## config.mk

```make
export PLATFORM = sky130hd
export DESIGN_NAME = jtkicker_palmix
export DESIGN_NICKNAME = d
export VERILOG_FILES = /design/src/rtl/jtkicker_palmix.sv
export SDC_FILE = /design/constraint.sdc
export NUM_CORES = 2
export LEC_CHECK = 0
export CAP_MARGIN = 20
export CORE_MARGIN = 4
export CORE_UTILIZATION = 55
export CTS_BUF_LIST = sky130_fd_sc_hd__clkbuf_2 sky130_fd_sc_hd__clkbuf_4 sky130_fd_sc_hd__clkbuf_8
export CTS_CLUSTER_SIZE = 24
export DETAILED_ROUTE_END_ITERATION = 16
export PLACE_DENSITY = 0.73
export REMOVE_ABC_BUFFERS = 1
export SYNTH_ARGS = -nofsm -noshare
export SYNTH_HDL_FRONTEND = slang
export SYNTH_SLANG_ARGS = --single-unit
```

## constraint.sdc

```tcl
create_clock -name clk -period 2.4 [get_ports clk]
set_clock_uncertainty 0.2 [all_clocks]
set_input_delay 0.48 -clock clk [delete_from_list [all_inputs] [get_ports clk]]
set_output_delay 0.48 -clock clk [all_outputs]
set_load 0.05 [all_outputs]
```

## src/rtl/jtkicker_palmix.sv

```systemverilog
// Two-layer (obj/scr) priority mixer feeding three colour PROMs through a 3-stage
// pxl_cen pipeline. Define JTKICKER_GFXEN_EN to add the per-layer gfx_en input.
module jtkicker_palmix #(
    parameter  int PXLW = 4,
    parameter  int PALW = 3,
    parameter  int CW   = 4,
    localparam int AW   = PALW + 1 + PXLW
)(
    input  logic            clk,
    input  logic            rst,
    input  logic            pxl_cen,
    input  logic [PALW-1:0] pal_sel,
    input  logic            obj_prio,
    input  logic [PXLW-1:0] obj_pxl,
    input  logic [PXLW-1:0] scr_pxl,
    input  logic            LHBL,
    input  logic            LVBL,
`ifdef JTKICKER_GFXEN_EN
    input  logic [1:0]      gfx_en,
`endif
    input  logic [CW-1:0]   prog_data,
    input  logic [AW-1:0]   prog_addr,
    input  logic [2:0]      prog_en,
    output logic [CW-1:0]   red,
    output logic [CW-1:0]   green,
    output logic [CW-1:0]   blue,
    output logic            LHBL_dly,
    output logic            LVBL_dly
);

    logic [CW-1:0]   prom_r [0:2**AW-1];
    logic [CW-1:0]   prom_g [0:2**AW-1];
    logic [CW-1:0]   prom_b [0:2**AW-1];

    logic [1:0]      layer_en;   // bit0 scr, bit1 obj
    logic            lhbl_last;
    logic [PALW-1:0] pal_lat;
    logic [PXLW-1:0] obj_eff, scr_eff;
    logic            obj_win;
    logic [AW-1:0]   addr_nx, addr_r;
    logic [CW-1:0]   rd_r, rd_g, rd_b;
    logic [1:0]      blank1, blank2;   // {LHBL, LVBL} after stages 1 and 2

`ifdef JTKICKER_GFXEN_EN
    always_ff @(posedge clk or posedge rst) begin
        if (rst) begin
            layer_en <= 2'b11;
        end else if (pxl_cen) begin
            layer_en <= gfx_en;
        end
    end
`else
    assign layer_en = 2'b11;
`endif

    // A disabled layer looks fully transparent to the priority logic.
    always_comb begin
        obj_eff = layer_en[1] ? obj_pxl : '0;
        scr_eff = layer_en[0] ? scr_pxl : '0;
        obj_win = (obj_eff != '0) && (!obj_prio || scr_eff == '0);
        addr_nx = {pal_lat, ~obj_win, obj_win ? obj_eff : scr_eff};
    end

    always_ff @(posedge clk or posedge rst) begin
        if (rst) begin
            lhbl_last <= 1'b0;
            pal_lat   <= '0;
            addr_r    <= '0;
            blank1    <= 2'b00;
            rd_r      <= '0;
            rd_g      <= '0;
            rd_b      <= '0;
            blank2    <= 2'b00;
            red       <= '0;
            green     <= '0;
            blue      <= '0;
            LHBL_dly  <= 1'b0;
            LVBL_dly  <= 1'b0;
        end else if (pxl_cen) begin
            lhbl_last <= LHBL;
            // Bank only moves at the start of horizontal blank or during vblank.
            if ((lhbl_last && !LHBL) || !LVBL) begin
                pal_lat <= pal_sel;
            end
            addr_r   <= addr_nx;
            blank1   <= {LHBL, LVBL};
            rd_r     <= prom_r[addr_r];
            rd_g     <= prom_g[addr_r];
            rd_b     <= prom_b[addr_r];
            blank2   <= blank1;
            red      <= (&blank2) ? rd_r : '0;
            green    <= (&blank2) ? rd_g : '0;
            blue     <= (&blank2) ? rd_b : '0;
            LHBL_dly <= blank2[1];
            LVBL_dly <= blank2[0];
        end
    end

    // PROM contents have no reset so they survive rst; a same-cycle read sees old data.
    always_ff @(posedge clk) begin
        if (prog_en[0]) prom_r[prog_addr] <= prog_data;
        if (prog_en[1]) prom_g[prog_addr] <= prog_data;
        if (prog_en[2]) prom_b[prog_addr] <= prog_data;
    end

endmodule
```

; ---- Yosys cells after proc, flatten, opt, wreduce, memory -nomap -nowiden
; Memory sizes are Yosys's and may differ from the RTL's. A register that Yosys moved wholly into a read port is not among the register bits.
; Index checks and enable logic that the tools add are counted.
[totals]
ff_bits = 30
ramBits = 3072
in_bits = 32
output_inout_bits = 14
wordCells = 35
mem_count = 3
[op_classes]
mux = 10
bitwise = 1
n_reduce_logical = 11
[mem_list]
columns = memory, depth, width, read_ports, rd_clocked_by_memory_dff, wr, line
row1 = prom_b, 256, 4, 1, 1, 1, 33  ; logic [CW-1:0] prom_b [0:2**AW-1];
row2 = prom_g, 256, 4, 1, 1, 1, 32  ; logic [CW-1:0] prom_g [0:2**AW-1];
row3 = prom_r, 256, 4, 1, 1, 1, 31  ; logic [CW-1:0] prom_r [0:2**AW-1];
[ops]
columns = op, count
row1 = 4-bit 2-to-1 mux, 4
row2 = 1-bit 2-to-1 mux, 6
row3 = 4-bit logical NOT, 1
row4 = 2-bit AND reduction, 2
row5 = 4-bit nonzero test, 1
row6 = 1-bit logical NOT, 3
row7 = 1-bit logical AND, 2
row8 = 1-bit logical OR, 2
row9 = 1-bit NOT, 1

; ---- Longest topological paths before layout
[logic_depth]
ltp_word = 4
depth_mapped = 13
ltp_nobuf = 7

; ---- Least setup slack after synthesis
; OpenSTA, ideal clock, no wires.
[synth_path]
path_kind = register to register
startpoint = register addr_r[0]
endpoint = register rd_g[0] (read register of prom_g)
setup_ns = 0.126
arrival_ns = 2.226
required_time_ns = 2.074
slack_ns = -0.152
path_stages_with_launch = 12
n_path_buf = 4
period_less_slack_ns = 2.552
cell_sequence = dfrtp_1 -> buf_6 -> buf_12 -> buf_8 -> buf_6 -> mux2i_1 -> o221ai_1 -> o22ai_1 -> nor2_1 -> a2111oi_0 -> nor4_1 -> a221o_1
[synth_lines]
columns = item, line
row1 = from (decl), 40  ; logic [AW-1:0] addr_nx, addr_r;
row2 = from (signal assigned), 85  ; addr_r <= addr_nx;
row3 = to (decl), 41  ; logic [CW-1:0] rd_r, rd_g, rd_b;

==> key figures <==
Outcome
  • Status: finished with violations
  • Violated checks: negative setup slack

Floorplan
  • Rows: 173
  • Core area: ~220,000 sq um
  • Die X: 482 um
  • Die Area: ~230,000 sq um
  • Initial core utilization: 55.5%
  • Io pins: 46
  • Die Ht: a little under 500 um

Setup path
  • Worst Path Arrival: ~4000 ps
  • CP Max Fanout: 6
  • CP startpoint kind: flop
  • CP Capture Type: flop
  • Critical path class: reg -> reg
  • Worst EP required: ~3200 ps

Logic synthesis
  • Simple-Gate Fraction of Synth Area: under 10%
  • Compound-Gate Fraction of Synth Area: around 3.7%
  • Ranking of synthesized cells by area: edfxtp_1 (75%), mux4_2 (9.0%), mux2i_1 (3.3%)
  • Yosys top cell by area: edfxtp_1
  • Post-Synth Adder-Cell Area: 0%
  • Synthesis Warnings: 0
  • Top_reg_cell synth: edfxtp_1
  • Post-synthesis area per instance: between 15 and 20 sq um
  • Register bit total from synthesis: 3,113
  • Xor/xnor share of the synthesized area: 0%
  • Mux cell area share after synthesis: between 10% and 20%
  • Most frequent cell after synthesis: edfxtp_1
  • Post-synth EDFFs: about 3,100
  • Post-Syn Area: between 100,000 and 150,000 sq um
  • Synth top cells by count: edfxtp_1 (3,072), nor2_1 (819), mux4_2 (496)
  • Synth top area share: between 70% and 80%
  • Ys async rst share: under 10%
  • Synth unique cells: 73
  • Combinational family with the most area after synthesis: multiplexers
  • Post-Synthesis Cells: roughly 6,500
  • Seq/Total Area, Yosys: approximately three quarters

Timing
  • Fmax: 302 MHz
  • RSZ-0062 raised after global routing: true
  • Setup ws final: -908 ps
  • Final setup viols: 20
  • Fin Setup TNS: -9290 ps
  • Worst slew pin tran: between 600 and 700 ps
  • Final slew viol count: 0
  • Fin. Hold Viols: 0
  • Minimum clock period: 3310 ps
  • WHS: between 90 and 100 ps
  • Ratio of final minimum period to clock period: 138%
  • Max transition margin: roughly 54%

Flow run
  • Maxcap violations: 0

Clock network
  • CTS Buffer Depth: 4
  • CTS buffer count: 474
  • Worst skew pair latency: between 1000 and 1500 ps
  • Reg clk slew, reported paths: 70 ps
  • CTS tree: built
  • Root buf cell: clkbuf_8
  • CTS Sinks: roughly 3,100
  • CTS H-tree depth: 5

Global routing
  • First-pass GRT wire length: ~500,000 um
  • Vias in the first global route: 74,880
  • Initial antenna violation count: 15
  • Grt ovf: 0
  • Largest net degree at the start of global routing: between 100 and 150
  • Total track usage: between 20% and 30%

Detailed routing
  • Met2 WL: about 170,000 um
  • Antenna violation net count after detailed routing: 0
  • First drt pass iteration count: 8
  • Vias post-DR: between 70,000 and 80,000
  • WL per Instance: 29.7 um
  • DRC: 0
  • Met3 wire length: ~43,000 um
  • Highest routed layer: met5
  • Met1 wire length: roughly 120,000 um
  • Routed vias/inst: around 6.3
  • Total Routed Length: about 350,000 um
  • 1st-iter DRT viols: 10,334

Finish
  • Finished Cell Area: approximately 150,000 sq um
  • Layout cells sized above 1: approximately two fifths
  • Nets@finish: 8,494
  • Area growth syn-to-layout: 24.0%
  • Fill count: roughly 13,000

Placed design
  • Port-buffer cells: 45
  • Placer Congestion: about 0.94
  • Detailed Place HPWL: approximately 230,000 um
  • Dpl cell area: roughly 140,000 sq um

Power and ir drop
  • Peak supply drop: around 0.66 mV
  • Pwr per Cell Area: between 700 and 800 nW/um^2
  • LEAKAGE: between 50 and 60 nW
  • Tot Pwr: ~0.12 W

Worst hold path
  • Hold WC Path Type: in -> reg
==> worst max-delay path: stages, from the launching register on <==
cell	delay [ps]
dfrtp_4	530
buf_12	170
buf_16	160
buf_12	140
buf_12	120
buf_4	160
mux4_2	340
nand2_1	60
nand2_1	100
a21oi_2	100
a31oi_2	260
nand4_1	550
o211ai_1	290
==> cell type report <==
class                   count  area, sq um  share of cell area (%)
clock inverters           226         1530                    1.00
repair buffers           1957        18400                    12.0
diodes                      8         20.0                  0.0131
inverters                   7         31.3                  0.0204
multi-input cells        2909        28600                    18.7
well taps                2975         3720                    2.43
clock buffers             622         7720                    5.04
flip-flops and latches   3113        93300                    60.8
==> routing by layer <==
metal  vias up  global-route usage, %
li1      30366                      -
met1     37488                   39.5
met2      5345                   46.7
met3       999                   8.08
met4        10                   13.9
met5         -                      0
==> state kept, by name, indices dropped and copies added (netlist names) <==
register / flops
rd_g: 4
blue: 4
green: 4
prom_r: 1024
prom_b: 1024
lhbl_last: 1
addr_r: 8
blank2: 2
LHBL_dly: 1
prom_g: 1024
LVBL_dly: 1
rd_b: 4
red: 4
blank1: 1
rd_r: 4
pal_lat: 3
==> power breakdown <==
part           internal [W]  total (W)  switching (W)
registers            0.0600     0.0603       0.000299
clock network        0.0231     0.0432         0.0201
logic               0.00644     0.0146        0.00819
==> placed cells by master (no fill, tap or decap), drive strengths merged, types with 34 or more instances in the layout <==
cell    count
clkbuf    626
mux2i     410
a211oi     63
a21oi     111
dfrtp      41
mux4      575
a22oi      91
o22ai     125
o221ai     72
nor3       38
nor2      821
clkinv    195
edfxtp   3072
nand3      34
o21ai      55
nand2     229
buf      1905
==> stage by stage <==
| stage | utilization, % | std cells | setup WS [ps] |
|---|---|---|---|
| after floorplan | - | 6029 | -34980 |
| after global placement | 63.2 | 10802 | -1300 |
| after detailed placement | 63.2 | 10802 | -1300 |
| after CTS | 68.1 | 11751 | -707 |
| after global routing | 68.8 | 11812 | -907 |
| final | 68.8 | 11817 | -908 |
==> path summary, 6_finish.rpt <==
kind | start | to | slack, ps | cells past startpoint
max | addr_r[0] | rd_b[3] | -910 | 12
min | scr_pxl[2] | addr_r[2] | 100 | 5
max reg2reg | addr_r[0] | rd_b[3] | -910 | 12
min reg2reg | blank1[0] | blank2[0] | 310 | 1
max in group asynchronous | rst | blue[2] | 760 | 5
min in group asynchronous | rst | green[2] | 650 | 4
==> cell families (layout without fill, tap and decap cells) <==
| logic type | after synthesis | in the layout |
|---|---|---|
| buffers and inverters | 451 | 2812 |
| AND/OR/NAND/NOR | 1247 | 1247 |
| multiplexers | 1006 | 1006 |
| AO/OA/AOI/OAI | 656 | 656 |
| other | 0 | 8 |
| flip-flops | 3113 | 3113 |
==> what timing repair did <==
action / 4_1_cts / 5_1_grt
resized for setup: 255 / 188
hold buffers: 19 / 0
hold endpoints to repair: 2888 / 0
endpoints found under the setup margin: 26 / 26
setup buffers: 78 / 55
gates cloned: 6 / 5
pin swaps: 34 / 57
Power figures use the tool's default switching activity.
